<file path="config.mk">
export PLATFORM = sky130hd
export DESIGN_NAME = imem_loader_flat
export DESIGN_NICKNAME = d
export VERILOG_FILES = /design/src/rtl/imem_loader_pkg.sv /design/src/rtl/imem_loader_if.sv /design/src/rtl/imem_word_packer.sv /design/src/rtl/imem_loader.sv /design/src/flat_wrapper.sv
export SDC_FILE = /design/constraint.sdc
export NUM_CORES = 1
export LEC_CHECK = 0
export ABC_AREA = 1
export CAP_MARGIN = 15
export CORE_MARGIN = 2
export CORE_UTILIZATION = 54
export CTS_BUF_LIST = sky130_fd_sc_hd__clkbuf_2 sky130_fd_sc_hd__clkbuf_4 sky130_fd_sc_hd__clkbuf_8
export DETAILED_ROUTE_END_ITERATION = 12
export GPL_TIMING_DRIVEN = 0
export PLACE_DENSITY = 0.85
export SYNTH_ARGS = -nofsm -noshare
export SYNTH_HDL_FRONTEND = slang
export SYNTH_SLANG_ARGS = --single-unit
</file>
<file path="constraint.sdc">
create_clock -name clk -period 4.4 [get_ports clk]
set_input_delay 0.88 -clock clk [delete_from_list [all_inputs] [get_ports clk]]
set_output_delay 0.88 -clock clk [all_outputs]
set_load 0.005 [all_outputs]
</file>
<file path="src/rtl/imem_loader_pkg.sv">
// Shared types, loader state encoding and the opcode set also used by the main decoder.
package imem_loader_pkg;

   typedef logic        u1;
   typedef logic [1:0]  u2;
   typedef logic [5:0]  u6;
   typedef logic [7:0]  u8;
   typedef logic [31:0] u32;

   typedef logic [2:0] state_t;

   localparam state_t ST_IDLE  = 3'd0;
   localparam state_t ST_LOAD  = 3'd1;
   localparam state_t ST_WRITE = 3'd2;
   localparam state_t ST_DONE  = 3'd3;
   localparam state_t ST_ERR   = 3'd4;

   localparam u6 OP_RTYPE = 6'h00;
   localparam u6 OP_J     = 6'h02;
   localparam u6 OP_BEQ   = 6'h04;
   localparam u6 OP_ADDI  = 6'h08;
   localparam u6 OP_LW    = 6'h23;
   localparam u6 OP_SW    = 6'h2b;

   function automatic u1 opcode_ok(input u6 op);
      case (op)
         OP_RTYPE, OP_J, OP_BEQ, OP_ADDI, OP_LW, OP_SW: return 1'b1;
         default:                                       return 1'b0;
      endcase
   endfunction

endpackage

</file>
<file path="src/rtl/imem_loader_if.sv">
// Byte-stream input and instruction-memory write port of the loader.
interface imem_loader_if #(
   parameter int ADDR_W = 6
);
   import imem_loader_pkg::*;

   // A byte moves on a rising edge where byte_valid && byte_ready; the source
   // holds byte_data stable while byte_valid is high and not yet accepted.
   u1                 byte_valid;
   u8                 byte_data;
   u1                 byte_ready;

   u1                 mem_we;
   logic [ADDR_W-1:0] mem_addr;
   u32                mem_wdata;

   modport slave (
      input  byte_valid,
      input  byte_data,
      output byte_ready,
      output mem_we,
      output mem_addr,
      output mem_wdata
   );

   modport master (
      output byte_valid,
      output byte_data,
      input  byte_ready,
      input  mem_we,
      input  mem_addr,
      input  mem_wdata
   );

endinterface

</file>
<file path="src/rtl/imem_word_packer.sv">
// Shifts accepted bytes into a big-endian 32-bit word and flags the fourth byte.
module imem_word_packer
   import imem_loader_pkg::*;
(
   input  logic clk,
   input  logic resetn,
   input  logic clear,
   input  logic byte_strobe,
   input  u8    byte_data,
   output u32   word,
   output u2    byte_cnt,
   output u1    word_ready
);

   always_ff @(posedge clk or negedge resetn) begin
      if (!resetn) begin
         word     <= '0;
         byte_cnt <= '0;
      end else if (clear) begin
         word     <= '0;
         byte_cnt <= '0;
      end else if (byte_strobe) begin
         // Earlier bytes move toward the MSBs, so byte 0 ends in [31:24].
         word     <= {word[23:0], byte_data};
         byte_cnt <= byte_cnt + 2'd1;
      end
   end

   assign word_ready = byte_strobe && (byte_cnt == 2'd3);

endmodule

</file>
<file path="src/rtl/imem_loader.sv">
// Instruction-memory loader: byte stream in, word writes out, core held until done.
// Optional OPCODE_CHECK_EN rejects words whose opcode is outside the supported set.
module imem_loader
   import imem_loader_pkg::*;
#(
   parameter int ADDR_W = 6
) (
   input  logic              clk,
   input  logic              resetn,
   input  logic              start,
   input  logic [ADDR_W:0]   len,
   imem_loader_if.slave      bus,
   output logic              cpu_hold,
   output logic              busy,
   output logic              done,
   output logic              err,
   output state_t            dbg_state,
   output u2                 dbg_byte_cnt
);

   localparam logic [ADDR_W:0] CAPACITY = {1'b1, {ADDR_W{1'b0}}};
   localparam logic [ADDR_W:0] ONE      = (ADDR_W + 1)'(1);

   state_t            state;
   state_t            state_nx;
   logic [ADDR_W:0]   len_q;
   logic [ADDR_W-1:0] word_cnt;
   u32                word;
   u1                 word_ready;
   u1                 byte_strobe;
   u1                 accept_start;
   u1                 len_over;
   u1                 last_word;
   u1                 word_ok;

   assign accept_start = (state == ST_IDLE) && start;
   assign len_over     = (len > CAPACITY);
   assign last_word    = ({1'b0, word_cnt} == (len_q - ONE));
   assign byte_strobe  = bus.byte_valid && bus.byte_ready;

`ifdef OPCODE_CHECK_EN
   assign word_ok = opcode_ok(word[31:26]);
`else
   assign word_ok = 1'b1;
`endif

   imem_word_packer u_packer (
      .clk         (clk),
      .resetn      (resetn),
      .clear       (accept_start),
      .byte_strobe (byte_strobe),
      .byte_data   (bus.byte_data),
      .word        (word),
      .byte_cnt    (dbg_byte_cnt),
      .word_ready  (word_ready)
   );

   always_comb begin
      state_nx = state;
      case (state)
         ST_IDLE: begin
            if (start) begin
               if (len == '0)    state_nx = ST_DONE;
               else if (len_over) state_nx = ST_ERR;
               else              state_nx = ST_LOAD;
            end
         end
         ST_LOAD: begin
            if (word_ready) state_nx = ST_WRITE;
         end
         ST_WRITE: begin
            if (!word_ok)       state_nx = ST_ERR;
            else if (last_word) state_nx = ST_DONE;
            else                state_nx = ST_LOAD;
         end
         ST_DONE: state_nx = ST_IDLE;
         ST_ERR:  state_nx = ST_IDLE;
         default: state_nx = ST_IDLE;
      endcase
   end

   always_ff @(posedge clk or negedge resetn) begin
      if (!resetn) begin
         state    <= ST_IDLE;
         len_q    <= '0;
         word_cnt <= '0;
         cpu_hold <= 1'b1;
         err      <= 1'b0;
      end else begin
         state <= state_nx;
         if (accept_start) begin
            len_q    <= len;
            word_cnt <= '0;
            cpu_hold <= 1'b1;
            err      <= len_over;
         end
         if (state == ST_WRITE) begin
            if (!word_ok)        err      <= 1'b1;
            else if (!last_word) word_cnt <= word_cnt + 1'b1;
         end
         // The core is released only after the done cycle has been seen.
         if (state == ST_DONE) cpu_hold <= 1'b0;
      end
   end

   assign bus.byte_ready = (state == ST_LOAD);
   assign bus.mem_we     = (state == ST_WRITE) && word_ok;
   assign bus.mem_addr   = word_cnt;
   assign bus.mem_wdata  = (state == ST_WRITE) ? word : '0;

   assign busy      = (state == ST_LOAD) || (state == ST_WRITE);
   assign done      = (state == ST_DONE);
   assign dbg_state = state;

endmodule
</file>
<file path="src/flat_wrapper.sv">
// flat-port wrapper written by rule: the top's interface ports become plain ports
module imem_loader_flat import imem_loader_pkg::*;
#(
   parameter int ADDR_W = 6
)
  (clk, resetn, start, len, cpu_hold, busy, done, err, dbg_state, dbg_byte_cnt, bus_byte_valid, bus_byte_data, bus_byte_ready, bus_mem_we, bus_mem_addr, bus_mem_wdata);
  imem_loader_if #(.ADDR_W(ADDR_W)) bus_i ();
  input  logic clk;
  input  logic resetn;
  input  logic start;
  input  logic [ADDR_W:0] len;
  output logic cpu_hold;
  output logic busy;
  output logic done;
  output logic err;
  output state_t dbg_state;
  output u2 dbg_byte_cnt;
  input wire logic [$bits(bus_i.byte_valid)-1:0] bus_byte_valid;
  input wire logic [$bits(bus_i.byte_data)-1:0] bus_byte_data;
  output wire logic [$bits(bus_i.byte_ready)-1:0] bus_byte_ready;
  output wire logic [$bits(bus_i.mem_we)-1:0] bus_mem_we;
  output wire logic [$bits(bus_i.mem_addr)-1:0] bus_mem_addr;
  output wire logic [$bits(bus_i.mem_wdata)-1:0] bus_mem_wdata;
  assign bus_i.byte_valid = bus_byte_valid;
  assign bus_i.byte_data = bus_byte_data;
  assign bus_byte_ready = bus_i.byte_ready;
  assign bus_mem_we = bus_i.mem_we;
  assign bus_mem_addr = bus_i.mem_addr;
  assign bus_mem_wdata = bus_i.mem_wdata;
  imem_loader #(.ADDR_W(ADDR_W)) u_core (.clk(clk), .resetn(resetn), .start(start), .len(len), .bus(bus_i), .cpu_hold(cpu_hold), .busy(busy), .done(done), .err(err), .dbg_state(dbg_state), .dbg_byte_cnt(dbg_byte_cnt));
endmodule
</file>
### After elaboration in Yosys (flattened, before gate mapping)

Index checks and enable logic that the tools add are counted.
Widths: inputs -> output; s select.

| operators by class | value |
|---|---|
| add/subtract/negate cells | 3 |
| magnitude comparators | 1 |
| equality and inequality tests | 7 |
| muxes and demuxes | 16 |
| reductions and logical operators | 9 |

Operators by type and width:

| kind | count |
|---|---|
| $mux 32 | 3 |
| $mux 6 | 3 |
| $mux 3 | 4 |
| $pmux 3 s3 | 1 |
| $eq 6x7->1 | 1 |
| $gt 7x7->1 const B | 1 |
| $logic_not 7->1 | 1 |
| $sub 7x1->7 const B | 1 |
| $add 6x1->6 const B | 1 |
| $eq 3x2->1 const B | 2 |
| $mux 2 | 3 |
| $ne 2x2->1 const B | 2 |
| $reduce_bool 2->1 | 2 |
| $eq 3x1->1 const B | 1 |
| $logic_and 1x1->1 | 3 |
| $logic_not 3->1 | 1 |
| $add 2x1->2 const B | 1 |
| $eq 2x2->1 const B | 1 |
| $mux 1 | 2 |
| $reduce_and 2->1 | 1 |
| $logic_or 1x1->1 | 1 |

| storage, ports and cells | value |
|---|---|
| register bits | 52 |
| input port bits | 19 |
| output and inout port bits | 49 |
| word-level logic and storage cells | 43 |

### Depth between registers and ports, before layout

| depth | value |
|---|---|
| word-level depth | 5 |
| gate-level depth with buffers | 14 |
| gate-level depth less buffers | 14 |

### Cells and area by module

A second synthesis with hierarchy kept.

| unflattened totals | value |
|---|---|
| cell total of the unflattened synthesis | 369 |
| area, all modules | 2869.0 µm² |

Modules (own cells, without submodules):

| module | times used | cells each | area an instance (µm²) | sequential area each (µm²) |
|---|---|---|---|---|
| imem_word_packer | 1 | 152 | 1488.9 | 850.8 |
| imem_loader | 1 | 217 | 1380.1 | 451.7 |

### Least setup slack after synthesis

OpenSTA, ideal clock, no wires.

| timing | value |
|---|---|
| kind | flip-flop to output port |
| start point | reg u_core.state[0] (netlist: u_core.dbg_state[0]) |
| end point | out bus_mem_wdata[22] |
| data arrival time | 1.235 ns |
| data required time | 3.520 ns |
| slack | 2.285 ns |
| stages on the path, launching flop included | 5 |
| buffers on the path | 1 |
| cell sequence | dfrtp_1 nor3_4 inv_2 clkbuf_1 nor2_1 |

| on the way | value |
|---|---|
| longest elaborated chain between the ends | 2 |

RTL lines:

| element | RTL line | text |
|---|---|---|
| start: declaration | imem_loader.sv:24 | `state_t state;` |
| start signal: assignment | imem_loader.sv:90 | `state <= state_nx;` |
| $eq 3x2->1 | n/a |  |
| named net bus_mem_we | flat_wrapper.sv:21 | `output wire logic [$bits(bus_i.mem_we)-1:0] bus_mem_we;` |
| $mux 32 | imem_loader.sv:109 | `assign bus.mem_wdata = (state == ST_WRITE) ? word : '0;` |
| end: declaration | flat_wrapper.sv:23 | `output wire logic [$bits(bus_i.mem_wdata)-1:0] bus_mem_wdata;` |

The timed path passes the listed nets, and every way through them passes these cells.

### Worst setup path after layout

| timing | value |
|---|---|
| start point | reg u_core.state[0] (netlist: u_core.dbg_state[0]) |
| end point | out bus_mem_wdata[25] |

| on the way | value |
|---|---|
| longest elaborated chain between the ends | 2 |

RTL lines:

| element | RTL line |
|---|---|
| $eq 3x2->1 | imem_loader.sv:109 |
| $mux 32 | imem_loader.sv:109 |

Every way passes these cells.

==> impl_summary.md <==
Global routing
The global-route wire length before repair is 10620 um. The combined global-route utilization of all metal layers is 26.96%. For this run the aggregate overflow at the end of global routing stands at 0. The initial antenna violation count is 0. The number of global-route vias before repair came to 2221. Entering global routing, the biggest net connects 39 pins.

STA
Adding up every negative setup slack in the final design gives 0 ns. In this run the tightest slew margin relative to its limit is 62.95%. Setup violations remaining at the end of the flow were counted as 0. The upper clock frequency limit is 0.3072 GHz.

The slew at the pin with the worst max-slew slack is 0.5557 ns. For the final database, setup skew stands at 0.01048 ns. The count of final hold-check violations was 0. Setup repair after global routing left no endpoint under its margin. The max-slew violation count was 0. The period utilization is 73.97%.

The clock period could shrink to 3.255 ns.

Clock network
CTS saw 52 sinks. Once the clock tree was built, the setup fixing pass inserted 0 buffers. The largest buffer count on any clock path is 2. The number of buffers created by CTS is 5. The total number of H-tree levels is 2. After clock tree synthesis, the clock-pin slew on the worst setup and hold paths is 0.10 ns. The number of buffers added to fix hold violations after cts is 0. The total of cells resized after clock tree synthesis is 0. TritonCTS built the clock tree. Clock tree synthesis selected as its root buffer the cell sky130_fd_sc_hd__clkbuf_8.

The latest clock arrival within the worst-skew pair is 0.31 ns.

Die
The starting utilization of the core area is 56.66%. The full die area is 5192 sq um. The die is 72.06 um tall. 68 I/O pins were placed. The floorplan has 24 rows.

The width of the die is 72.06 um. The area of the core region is 4414 sq um.

Finish
Summing all multi-input logic gate instances after layout gives 957.2 sq um. The antenna diode count is 0. In the final layout, the share of cells above drive strength 1 is 7.068%.

The count of cells in the finished layout, fillers not included, comes to 434. The growth of design area from synthesis to finish is 34.62%. The most common library cell in the layout ignoring fill and taps is sky130_fd_sc_hd__clkdlybuf4s50_1. Leaving out fill and tap cells, the most frequent cells in the layout are sky130_fd_sc_hd__clkdlybuf4s50_1, sky130_fd_sc_hd__nand2_1, sky130_fd_sc_hd__dfrtp_1. Registers take 1303 sq um. Fill cells in the final layout number 305. At the end of the flow, the number of nets in the layout was 403.

Critical path
The largest delay contributor family on the critical path is buffers and inverters. The category of the worst setup path capture point is an output pin. Counting both buffers and inverters, the worst setup path holds a total of 3.

Of all nets on the critical path, the largest fanout is 10. The classification of the worst setup path is flip-flop to output pin. Data on the critical path is required at its endpoint by 3.52 ns. The sort of element at the start of the critical path is a flip-flop. The critical-path cell with the highest stage delay is sky130_fd_sc_hd__clkdlybuf4s50_1. For this run, the slowest stage of the critical path takes 0.52 ns.

For the worst setup path, the data arrival time is 2.37 ns. The signal on the critical path passes through nor3_4 -> inv_2 -> clkbuf_1 -> nor2_1 -> clkdlybuf4s50_1.

Routing
For this block, the initial DRC count from the detailed router was 207. The final layout contains routed wiring with a total length of 6597 um. The total via count after detailed routing is 2365. In the routed design, unresolved DRC markers number 0.

The post-detailed-route count of antenna-violating nets is 0. After detailed routing, the average wire length per cell comes to 15.20 um. The first detailed-routing pass ran for 6 iterations.

After detailed routing, the number of vias per cell comes to 5.449.

Yosys
The xor and xnor fraction of the mapped netlist area is 2.801%. The number of nets produced by synthesis is 328. The simple-gate portion of the synthesized area is 23.36%. Summing the areas of all fa, ha and maj instances in the mapped netlist gives 1.501% of the synthesized area.

The synthesized netlist occupies a cell area of 2501 sq um. During synthesis, Yosys emitted a total of 0 warnings. The share of the yosys chip area belonging to registers is 52.08%. The post-synthesis area per instance is 8.174 sq um. The number of library cell types mapped by synthesis is 25. After synthesis, the largest family of logic cells by area is simple AND/OR/NAND/NOR gates. The post-synthesis register bit count is 52. Multiplexer cells account for 0.4002% of the synthesized area. The number of cells produced by synthesis is 306. The synthesized netlist devotes 10.21% of its cell area to compound gates.

Flow run
The number of maximum-capacitance constraint violations is 0.

Placed design
Routability-driven placement finished with a final weighted congestion of 0.8447. Summed over all nets, the half-perimeter wirelength after detailed placement is 4741 um. Input and output buffers added on the ports amount to 67. The post-placement cell count is 426.

Hold path
The path category of the worst min-delay check is primary input to async pin.

Power
The power consumption is 1.930 mW. The maximum ir drop on the vdd rail is 0.0003776 V. The power density over cell area is 573.3 nW/um^2. For this design the static power due to leakage is 1.523 nW.

Status
The flow ran to the end, and the final reports show no timing, DRC or antenna violations.
[final timing paths]
path,depth (start not counted),startpoint,slack [ns],end
max in group asynchronous,2,resetn,3.36,u_core.cpu_hold
hold / removal,1,resetn,0.46,u_core.u_packer.word[4]
setup reg to reg,14,u_core.len_q[0],2.54,u_core.bus.mem_addr[1]
setup / recovery,5,u_core.dbg_state[0],1.15,bus_mem_wdata[25]
min in group clk,2,u_core.cpu_hold,0.50,u_core.cpu_hold
hold reg to reg,2,u_core.cpu_hold,0.50,u_core.cpu_hold
[flip-flops by register name, summed over array words and instances (netlist names)]
signal,count
u_core.u_packer.byte_cnt,2
u_core.dbg_state,3
u_core.len_q,7
u_core.err,1
u_core.bus.mem_addr,6
u_core.u_packer.word,32
u_core.cpu_hold,1
[report_power, final]
part | total (mW) | internal, mW | switching, mW
sequential | 0.743 | 0.641 | 0.102
clock | 0.341 | 0.178 | 0.163
combinational | 0.846 | 0.334 | 0.512
[cells in the mapped netlist, drive strengths merged]
master / count / area, sq um
nand3: 27 / 135.1
buf: 6 / 27.53
ha: 3 / 37.54
a21oi: 2 / 10.01
nand4: 1 / 6.260
nand2: 56 / 225.2
nand3b: 1 / 7.510
dfrtp: 51 / 1276
inv: 52 / 195.2
xnor2: 2 / 17.52
nor2: 45 / 178.9
xor2: 6 / 52.55
nor3: 4 / 31.28
o21ai: 19 / 95.09
mux2i: 1 / 10.01
o22ai: 24 / 150.1
clkbuf: 5 / 18.77
dfstp: 1 / 26.28
[stage by stage]
step,util (%),hold WS [ns],area (sq um),worst slack (ns)
global route,76.28,0.4794,3367,1.041
global placement,73.33,0.4735,3237,0.9561
CTS,76.28,0.4745,3367,1.162
finish,76.28,0.4621,3367,1.145
detailed placement,73.67,0.4860,3252,1.522
floorplan,-,0.4719,2501,2.285
[cell families (layout without fill, tap and decap cells)]
kind of cell             count (synthesis)  after routing
adder cells (fa/ha/maj)                  3              3
XOR/XNOR                                 8              8
AO/OA/AOI/OAI                           45             45
AND/OR/NAND/NOR                        134            134
buffers and inverters                   63            139
flip-flops                              52             52
multiplexers                             1              1
[layer usage]
layer | vias to the layer above | routed length (um) | global-route usage [%] | part of all wire (%)
li1 | 1125 | - | - | -
met1 | 1126 | 2735 | 35.66 | 41
met2 | 100 | 3292 | 44.96 | 50
met3 | 14 | 412 | 4.444 | 6.2
met4 | 0 | 156 | 10.27 | 2.4
met5 | - | 0 | 0 | 0
[final cells by class]
type / instances / share of cell area, %
sequential: 52 / 38.68
multi-input combinational: 191 / 28.43
timing repair buffer: 68 / 20.36
inverter: 52 / 5.797
clock buffer: 6 / 2.267
tap: 52 / 1.932
buffer: 11 / 1.375
clock inverter: 2 / 1.152
Power figures use the tool's default switching activity.
